`src/rtl/sdf_stage_ctrl.sv`:
```
// sdf_stage_ctrl: sequencing controller for one radix-2 single-delay-feedback
// FFT stage. Tracks frame position, drives butterfly select, delay-line shift
// enable and twiddle address, drains the delay line after the last sample and
// regenerates frame markers for the next stage.
//
// Build option: define SDF_STAGE_CTRL_ERR_EN to generate the err_overrun_o /
// err_len_o pulses; otherwise both outputs are tied low.
//
// state   | meaning
// --------+-------------------------------------------------------------
// IDLE    | no frame in progress
// FILL    | loading delay line; outputs are differences (except block 0)
// COMPUTE | butterfly active, emitting sums
// FLUSH   | draining the last differences, one per cycle, no input

module sdf_stage_ctrl #(
    parameter int LAYER      = 12,
    parameter int FRAME_LOG2 = 12,
    parameter int DP_LAT     = 3
) (
    input  logic                  clk_i,
    input  logic                  rst_i,
    input  logic                  in_start_i,
    input  logic                  in_end_i,
    input  logic                  in_valid_i,
    output logic                  bf_sel_o,
    output logic                  dl_we_o,
    output logic [FRAME_LOG2-2:0] tw_addr_o,
    output logic                  tw_valid_o,
    output logic                  out_start_o,
    output logic                  out_end_o,
    output logic                  out_valid_o,
    output logic                  busy_o,
    output logic                  err_overrun_o,
    output logic                  err_len_o
);

    localparam int D  = 1 << (LAYER - 1);
    localparam int SH = FRAME_LOG2 - LAYER;
    localparam logic [FRAME_LOG2-1:0] CNT_MASK = FRAME_LOG2'(D - 1);
    localparam logic [FRAME_LOG2-1:0] CNT_D    = FRAME_LOG2'(D);
    localparam logic [FRAME_LOG2-1:0] CNT_LAST = '1;

    typedef enum logic [1:0] {IDLE, FILL, COMPUTE, FLUSH} state_t;

    state_t                state_q, state_d;
    logic [FRAME_LOG2-1:0] cnt_q, cnt_d;
    logic                  carry_q, carry_d;

    logic                  in_frame, b2b_win, start_now, accept, flush_now;
    logic                  carry_now, first_blk, phase, last;
    logic [FRAME_LOG2-1:0] idx, idx_p1, tw_idx;

    logic                  bf_sel_q, bf_sel_d;
    logic                  dl_we_q, dl_we_d;
    logic                  tw_valid_q, tw_valid_d;
    logic [FRAME_LOG2-2:0] tw_addr_q, tw_addr_d;
    logic                  busy_q, busy_d;
    logic [2:0]            mark_d;
    logic [2:0]            mark_q [0:DP_LAT];

    // A new frame may start from IDLE, or on the first flush cycle, in which
    // case its first block rides on the previous frame's pending differences.
    assign in_frame  = (state_q == FILL) || (state_q == COMPUTE);
    assign b2b_win   = (state_q == FLUSH) && (cnt_q == '0);
    assign start_now = in_valid_i & in_start_i & ((state_q == IDLE) | b2b_win);
    assign accept    = start_now | (in_frame & in_valid_i);
    assign flush_now = (state_q == FLUSH) & ~start_now;
    assign idx       = start_now ? '0 : cnt_q;
    assign idx_p1    = idx + FRAME_LOG2'(1);
    assign carry_now = start_now ? (state_q == FLUSH) : carry_q;
    assign first_blk = ((idx & ~CNT_MASK) == '0);
    assign phase     = idx[LAYER-1];
    assign last      = (idx == CNT_LAST);

    // Next-state and counter update.
    always_comb begin
        state_d = state_q;
        cnt_d   = cnt_q;
        carry_d = carry_q;
        if (accept) begin
            cnt_d   = idx_p1;
            carry_d = carry_now;
            if (last)
                state_d = FLUSH;
            else if (idx_p1[LAYER-1])
                state_d = COMPUTE;
            else
                state_d = FILL;
        end else if (flush_now) begin
            if (cnt_q == CNT_MASK) begin
                state_d = IDLE;
                cnt_d   = '0;
            end else begin
                cnt_d = cnt_q + FRAME_LOG2'(1);
            end
        end
    end

    // Output decode for the sample (or flush slot) handled this cycle.
    always_comb begin
        bf_sel_d   = accept ? phase : (state_q == COMPUTE);
        dl_we_d    = accept | flush_now;
        tw_valid_d = accept ? (~phase & (~first_blk | carry_now)) : flush_now;
        tw_idx     = accept ? idx : cnt_q;
        tw_addr_d  = tw_valid_d ? (FRAME_LOG2-1)'((tw_idx & CNT_MASK) << SH) : '0;
        busy_d     = (state_q != IDLE) | start_now;
        mark_d     = 3'b000;
        if (accept) begin
            mark_d[2] = (idx == CNT_D);
            mark_d[1] = ~first_blk | carry_now;
            mark_d[0] = carry_now & first_blk & (idx == CNT_MASK);
        end else if (flush_now) begin
            mark_d[1] = 1'b1;
            mark_d[0] = (cnt_q == CNT_MASK);
        end
    end

    // State, counter and control-output registers.
    always_ff @(posedge clk_i) begin
        if (rst_i) begin
            state_q    <= IDLE;
            cnt_q      <= '0;
            carry_q    <= 1'b0;
            bf_sel_q   <= 1'b0;
            dl_we_q    <= 1'b0;
            tw_valid_q <= 1'b0;
            tw_addr_q  <= '0;
            busy_q     <= 1'b0;
        end else begin
            state_q    <= state_d;
            cnt_q      <= cnt_d;
            carry_q    <= carry_d;
            bf_sel_q   <= bf_sel_d;
            dl_we_q    <= dl_we_d;
            tw_valid_q <= tw_valid_d;
            tw_addr_q  <= tw_addr_d;
            busy_q     <= busy_d;
        end
    end

    // Marker pipeline {start, valid, end} aligned to the datapath latency.
    always_ff @(posedge clk_i) begin
        if (rst_i) begin
            for (int i = 0; i <= DP_LAT; i++) mark_q[i] <= 3'b000;
        end else begin
            mark_q[0] <= mark_d;
            for (int i = 1; i <= DP_LAT; i++) mark_q[i] <= mark_q[i-1];
        end
    end

    assign bf_sel_o    = bf_sel_q;
    assign dl_we_o     = dl_we_q;
    assign tw_valid_o  = tw_valid_q;
    assign tw_addr_o   = tw_addr_q;
    assign busy_o      = busy_q;
    assign out_start_o = mark_q[DP_LAT][2];
    assign out_valid_o = mark_q[DP_LAT][1];
    assign out_end_o   = mark_q[DP_LAT][0];

`ifdef SDF_STAGE_CTRL_ERR_EN
    logic err_overrun_q, err_len_q;

    // Stray starts and length mismatches pulse one cycle after the input.
    always_ff @(posedge clk_i) begin
        if (rst_i) begin
            err_overrun_q <= 1'b0;
            err_len_q     <= 1'b0;
        end else begin
            err_overrun_q <= in_start_i & in_valid_i & (in_frame | flush_now);
            err_len_q     <= accept & in_end_i & ~last;
        end
    end

    assign err_overrun_o = err_overrun_q;
    assign err_len_o     = err_len_q;
`else
    // Frame length comes from the counter alone, so in_end only feeds errors.
    logic unused_in_end;
    assign unused_in_end = in_end_i;
    assign err_overrun_o = 1'b0;
    assign err_len_o     = 1'b0;
`endif

endmodule
```
`config.mk`:
```
export PLATFORM = sky130hd
export DESIGN_NAME = sdf_stage_ctrl
export DESIGN_NICKNAME = d
export VERILOG_FILES = /design/src/rtl/sdf_stage_ctrl.sv
export SDC_FILE = /design/constraint.sdc
export NUM_CORES = 1
export LEC_CHECK = 0
export BUFFER_PORTS_ARGS = -buffer_cell sky130_fd_sc_hd__buf_2
export CORE_MARGIN = 2
export CORE_UTILIZATION = 32
export DETAILED_ROUTE_END_ITERATION = 7
export GPL_TIMING_DRIVEN = 0
export HOLD_SLACK_MARGIN = 0.12
export PLACE_DENSITY = 0.5
export RECOVER_POWER = 100
export REMOVE_ABC_BUFFERS = 1
export SLEW_MARGIN = 25
export SYNTH_ARGS = -nofsm -noshare
export SYNTH_HDL_FRONTEND = slang
export SYNTH_SLANG_ARGS = --single-unit
export TNS_END_PERCENT = 1
```
`constraint.sdc`:
```
create_clock -name clk_i -period 3.4 [get_ports clk_i]
set_input_delay 0.34 -clock clk_i [delete_from_list [all_inputs] [get_ports clk_i]]
set_output_delay 0.34 -clock clk_i [all_outputs]
set_load 0.02 [all_outputs]
```
# Word-level counts from Yosys, hierarchy flattened
# Memories as Yosys holds them, arrays and structs flattened.
# Index checks and enable logic that the tools add are counted.
# Widths: inputs -> output; s select.
# op_classes
addsub	2
eq_ne	7
mux	23
n_bitwise	20
reduce_logical	10
# op_table
op	count
$mux 12	4
$add 12x1->12 const B	2
$eq 12x11->1 const B	2
$eq 12x12->1 const B	2
$logic_not 12->1	2
$mux 2	7
$mux 3	4
$mux 11	1
$or 1x1->1	9
$and 1x1->1	7
$mux 1	7
$reduce_bool 2->1	3
$eq 2x2->1 const B	2
$not 1->1	4
$eq 2x1->1 const B	1
$logic_not 2->1	1
$reduce_and 2->1	1
$reduce_or 2->1	1
$logic_and 1x1->1	1
$logic_or 1x1->1	1
# totals
register_bits	30
ram_bits	12
inputBits	5
out_inout_bits	20
elab_cells	71
mem_count	1
# memory_table
name	words	width	rd	rd_clocked_by_memory_dff	write_ports	line_no	source
mark_q	4	3	4	0	4	60	logic [2:0] mark_q [0:DP_LAT];

# Longest topological paths before layout
# logic_depth
word_depth	12
mapped_depth	11

# Worst setup path before layout
# No wires, ideal clock.
# synth_path
kind	register to register
from	register cnt_q[0]
to	register cnt_q[10]
arrival_ns	2.360
setup_slack_ns	0.920
path_stages_with_launch	12
synth_period_minus_slack_ns	2.480
cell_sequence	dfxtp_1 inv_1 ha_1 and3b_1 and4_1 buf_4 nor3_1 ha_1 nand3_1 nor4_1 nor4_1 o31a_1
# synth_via
elab_chain_len	7
elab_cells_between_ends	15
classes_between	2 x add/sub; 1 x eq/ne; 4 x mux; 5 x bitwise; 3 x reduce/logical
# synth_lines
element	line_no	source
start, declared	47	logic [FRAME_LOG2-1:0] cnt_q, cnt_d;
start signal, assigned	132	cnt_q <= cnt_d;
$logic_not 12->1	65	assign b2b_win = (state_q == FLUSH) && (cnt_q == '0);
$logic_and 1x1->1	65	
$or 1x1->1	66	assign start_now = in_valid_i & in_start_i & ((state_q == IDLE) | b2b_win);
$and 1x1->1	66	
$mux 12 / $not 1->1 (equally long branches)	69, 68	
$add 12x1->12 / $and 1x1->1 (equally long branches)	70, 68	
$mux 12 / $reduce_bool 2->1 (equally long branches)	-	
# Several ways; a longest one is shown, not always the timed one. The select of a mux whose other input is x is not followed.
# A chain may end at the register's enable or synchronous reset.

# Worst setup path in the final report
# layout_path
from	register state_q[0]
to	register cnt_q[10]
# layout_via
elab_chain_len	7
elab_cells_between_ends	16
classes_between	1 x add/sub; 3 x eq/ne; 2 x mux; 6 x bitwise; 4 x reduce/logical
# layout_lines
element	line_no	source
start, declared	46	state_t state_q, state_d;
start signal, assigned	131	state_q <= state_d;
$eq 2x2->1	65, 68	
$logic_and 1x1->1	65	
$or 1x1->1	66	
$and 1x1->1	66	
$mux 12 / $not 1->1 (equally long branches)	69, 68	
$add 12x1->12 / $and 1x1->1 (equally long branches)	70, 68	
$mux 12 / $reduce_bool 2->1 (equally long branches)	-	
# Several ways; a longest one is shown, not always the timed one.

==> summary.md <==
| Metric | Value |
|---|---|
| Mapped Area | 2000 um^2 |
| First-pass detailed-route iteration total | 4 |
| Max frequency | ~0.33 GHz |
| Count of flip-flops with a built-in enable after synthesis | 0 |
| Slowest stage delay, CP | 0.45 ns |
| Worst-path cell with the longest stage delay | sky130_fd_sc_hd__nor4_1 |
| Final Hold Violating Endpoints | 0 |
| Floorplan Core Area | 5990 um^2 |
| Global routing's busiest layer | met1 |
| DRC violation count after routing | 0 |
| Number of violations of the max-capacitance limit | 0 |
| Source of the worst register-to-register timing path | state_q[0] |
| CTS tree | done |
| End point of the critical path | cnt_q[10] |
| Root Buffer | sky130_fd_sc_hd__clkbuf_8 |
| Initial antenna violation count | 0 |
| Worst-path clk slew | 0.08 ns |
| Area leader, netlist | sky130_fd_sc_hd__dfxtp_1 |
| Worst vdd ir | 0.245 mV |
| Number of H-tree branching levels | 2 |
| Hold/Removal Path Class | input pin to register |
| Final-layout fill cell count | 627 |
| Largest net degree at the start of global routing | 22 |
| Area contributors post-synth | sky130_fd_sc_hd__dfxtp_1 (42%), sky130_fd_sc_hd__ha_1 (4.4%), sky130_fd_sc_hd__nand3_1 (3.8%) |
| Global placer's final weighted congestion | 0.766 |
| Number of cells produced by synthesis | ~220 |
| Synth-to-layout area growth | 8.26% |
| Power density over the cells | 451 nW/um^2 |
| X dimension of the die | 83.0 um |
| Number of inserted diodes | 0 |
| Area fraction of the dominant cell type after synthesis | 0.421 |
| Worst Path Class, Setup | register to register |
| Post-cts hold buffer count | 0 |
| Worst slew slack as a fraction of its limit | 0.377 |
| Number of routed nets with antenna violations | 0 |
| Vias after detailed routing | around 1,600 |
| Met3 global-route usage | 0.0318 |
| Top Ports | 25 |
| Final nets | 240 |
| Leakage power figure | 0.726 nW |
| Actual transition at the worst max-transition pin | 0.934 ns |
| M1 GR Usage | 0.201 |
| Internal reg-to-reg setup slack | ~0.35 ns |
| Mean post-synth cell area | 9.21 um^2 |
| Largest fanout on the critical path | 13 |
| Share of the clock period used by the worst path | 0.896 |
| Fraction of the yosys area taken by sequential cells | 0.421 |
| Ratio of cells with drive above 1 in the final layout | 0.0611 |
| Fraction of met2 tracks used by global routing | 0.200 |
| Initial Util | 0.334 |
| Sink Count | 42 |
| Distinct cell type count after synthesis | 49 |
| Initial drt markers | 116 |
| Total grt overflow | 0 |
| Data arrival time of the critical path | 3.24 ns |
| Inst Count DP | 296 |
| # setup viols final | 0 |
| Via count of the first global-routing pass | 1,466 |
| Flip-flop and latch count after synthesis | 42 |
| Num CTS Buffers | 5 |
| Result of the run | completed |
| Area occupied by registers | 841 um^2 |
| Port-buffer cells | 21 |
| Avg Vias per Cell | roughly 5.3 |
| Final routed wire length divided by cell count | 15.4 um |
| Number of warnings printed during yosys synthesis | 0 |
| RR Endpoint | cnt_q[10] |
| Total detailed-routing wirelength | 4680 um |
| Top_reg_cell synth | sky130_fd_sc_hd__dfxtp_1 |
| Die Outline Area | 6900 um^2 |
| Worst-Skew Late Latency | 0.30 ns |
| Final total negative setup slack | 0 ns |
| Standard-cell rows | 28 |
| Area of combinational cells with multiple inputs | 1000 um^2 |
| Post-CTS Resized | 0 |
| Wire length of the first global-routing pass | 7770 um |
| Required arrival time at the worst endpoint | roughly 3.6 ns |
| GRT Util Overall | 0.138 |
| Worst setup skew after layout | roughly 0.0065 ns |
| Cells traversed along the worst timing path | ha_1 -> and3b_1 -> and4_1 -> nor3_1 -> ha_1 -> nand3_1 -> nor4_1 -> nor4_1 -> o31a_1 |
| Fin crit period | 3.05 ns |
| Count of non-filler cells in the finished layout | 304 |
| Max-slew violations | 0 |
| CP Capture Type | register |
| Die Height | 83.0 um |
| Detailed-placement wirelength estimate | 3200 um |
| Start point of the critical path | state_q[0] |
| Number of buffers between clock root and the deepest sink | 2 |
| Reg2Reg Depth | 9 |
| Setup bufs post-CTS | 0 |
| Post-synthesis async set-or-reset flop share | 0 |
| Unrepaired setup endpoints after global routing | false |
| Launching element type of the critical path | register |
==> registers in the layout, indices dropped and copies added (netlist names) <==
register,count
bf_sel_o,1
busy_o,1
carry_q,1
cnt_q,12
dl_we_o,1
mark_q,12
state_q,2
tw_addr_o,11
tw_valid_o,1
==> routing by layer <==
layer / wire, um / vias up
met4: 51 / 0
met3: 253 / 6
met5: 0 / -
li1: - / 806
met2: 1990 / 43
met1: 2380 / 763
==> cell usage after synthesis, drive strengths merged (3+ instances only) <==
cell type  number
a21oi          13
and2            8
and4            3
buf            11
clkbuf          7
dfxtp          42
ha              7
inv            10
nand2           6
nand3          16
nand4           8
nor2            6
nor2b          12
nor3           13
nor4            9
o21ai           5
o31ai           4
or4             4
xnor2           5
==> how the worst min path moves through the flow <==
stage                 start            to  slack, ns  cells after the start
2_1_floorplan         rst_i        busy_o       0.41                      1
3_3_place_gp   mark_q[0][4]  mark_q[0][7]       0.41                      1
4_1_cts          in_start_i        busy_o       0.33                      3
6_report         in_start_i        busy_o       0.33                      3
3_5_place_dp   mark_q[0][0]  mark_q[0][3]       0.42                      1
5_1_grt          in_start_i        busy_o       0.36                      3
==> cells in the final DEF (no fill, tap or decap), drive strengths merged, types with 2 or more instances in the layout <==
cell type and n:
a211oi 2, a21oi 13, a31oi 2, and2 8, and3 2, and4 3
buf 2, clkbuf 25, conb 2, dfxtp 42, ha 7, inv 10
mux2i 2, nand2 6, nand3 16, nand4 8, nor2 6, nor2b 12
nor3 13, nor4 9, o211ai 2, o21ai 5, o31a 2, o31ai 4
or4 4, xnor2 5
==> layout make-up <==
| cell class | instances | area share |
|---|---|---|
| multi-input combinational | 148 | 0.462 |
| inverter | 10 | 0.0173 |
| clock buffer | 6 | 0.0335 |
| timing repair buffer | 21 | 0.0376 |
| tap | 75 | 0.0434 |
| sequential | 42 | 0.388 |
| clock inverter | 2 | 0.0173 |
==> logic make-up (layout without fill, tap and decap cells) <==
family / after synthesis / count (layout) / synth area share
and+or+nand+nor: 92 / 92 / 0.298
DFF: 42 / 42 / 0.421
muxes: 2 / 2 / 0.0100
buffers and inverters: 28 / 39 / 0.0657
other: 1 / 2 / 0.00188
AOI/OAI and AO/OA: 40 / 40 / 0.138
adders and majority gates: 7 / 7 / 0.0438
xor gates and xnor gates: 5 / 5 / 0.0219
==> power by group <==
group | internal (mW) | switching [mW] | total, mW
Combinational | 0.0210 | 0.0536 | 0.0746
Clock | 0.219 | 0.177 | 0.396
Sequential | 0.499 | 0.00684 | 0.506
==> per-stage QoR <==
step                      instance area [um^2]  utilization  total power, mW  hold WS [ns]  setup slack (ns)
after floorplan                           1910            -            0.567         0.409             0.931
after global placement                    2110        0.352            0.595         0.415             0.333
after detailed placement                  2110        0.352            0.596         0.425             0.351
after CTS                                 2220        0.370            0.989         0.330             0.331
after global routing                      2160        0.361             1.02         0.356             0.132
final                                     2160        0.361            0.977         0.328             0.352
==> critical path, delay by kind of cell (launching register included) <==
family	cells	cell delay, ns
compound gates	1	0.29
fa+ha+maj	2	0.71
flops	1	0.34
simple gates	6	1.60
Note: power is estimated with default switching activity, not from simulation.
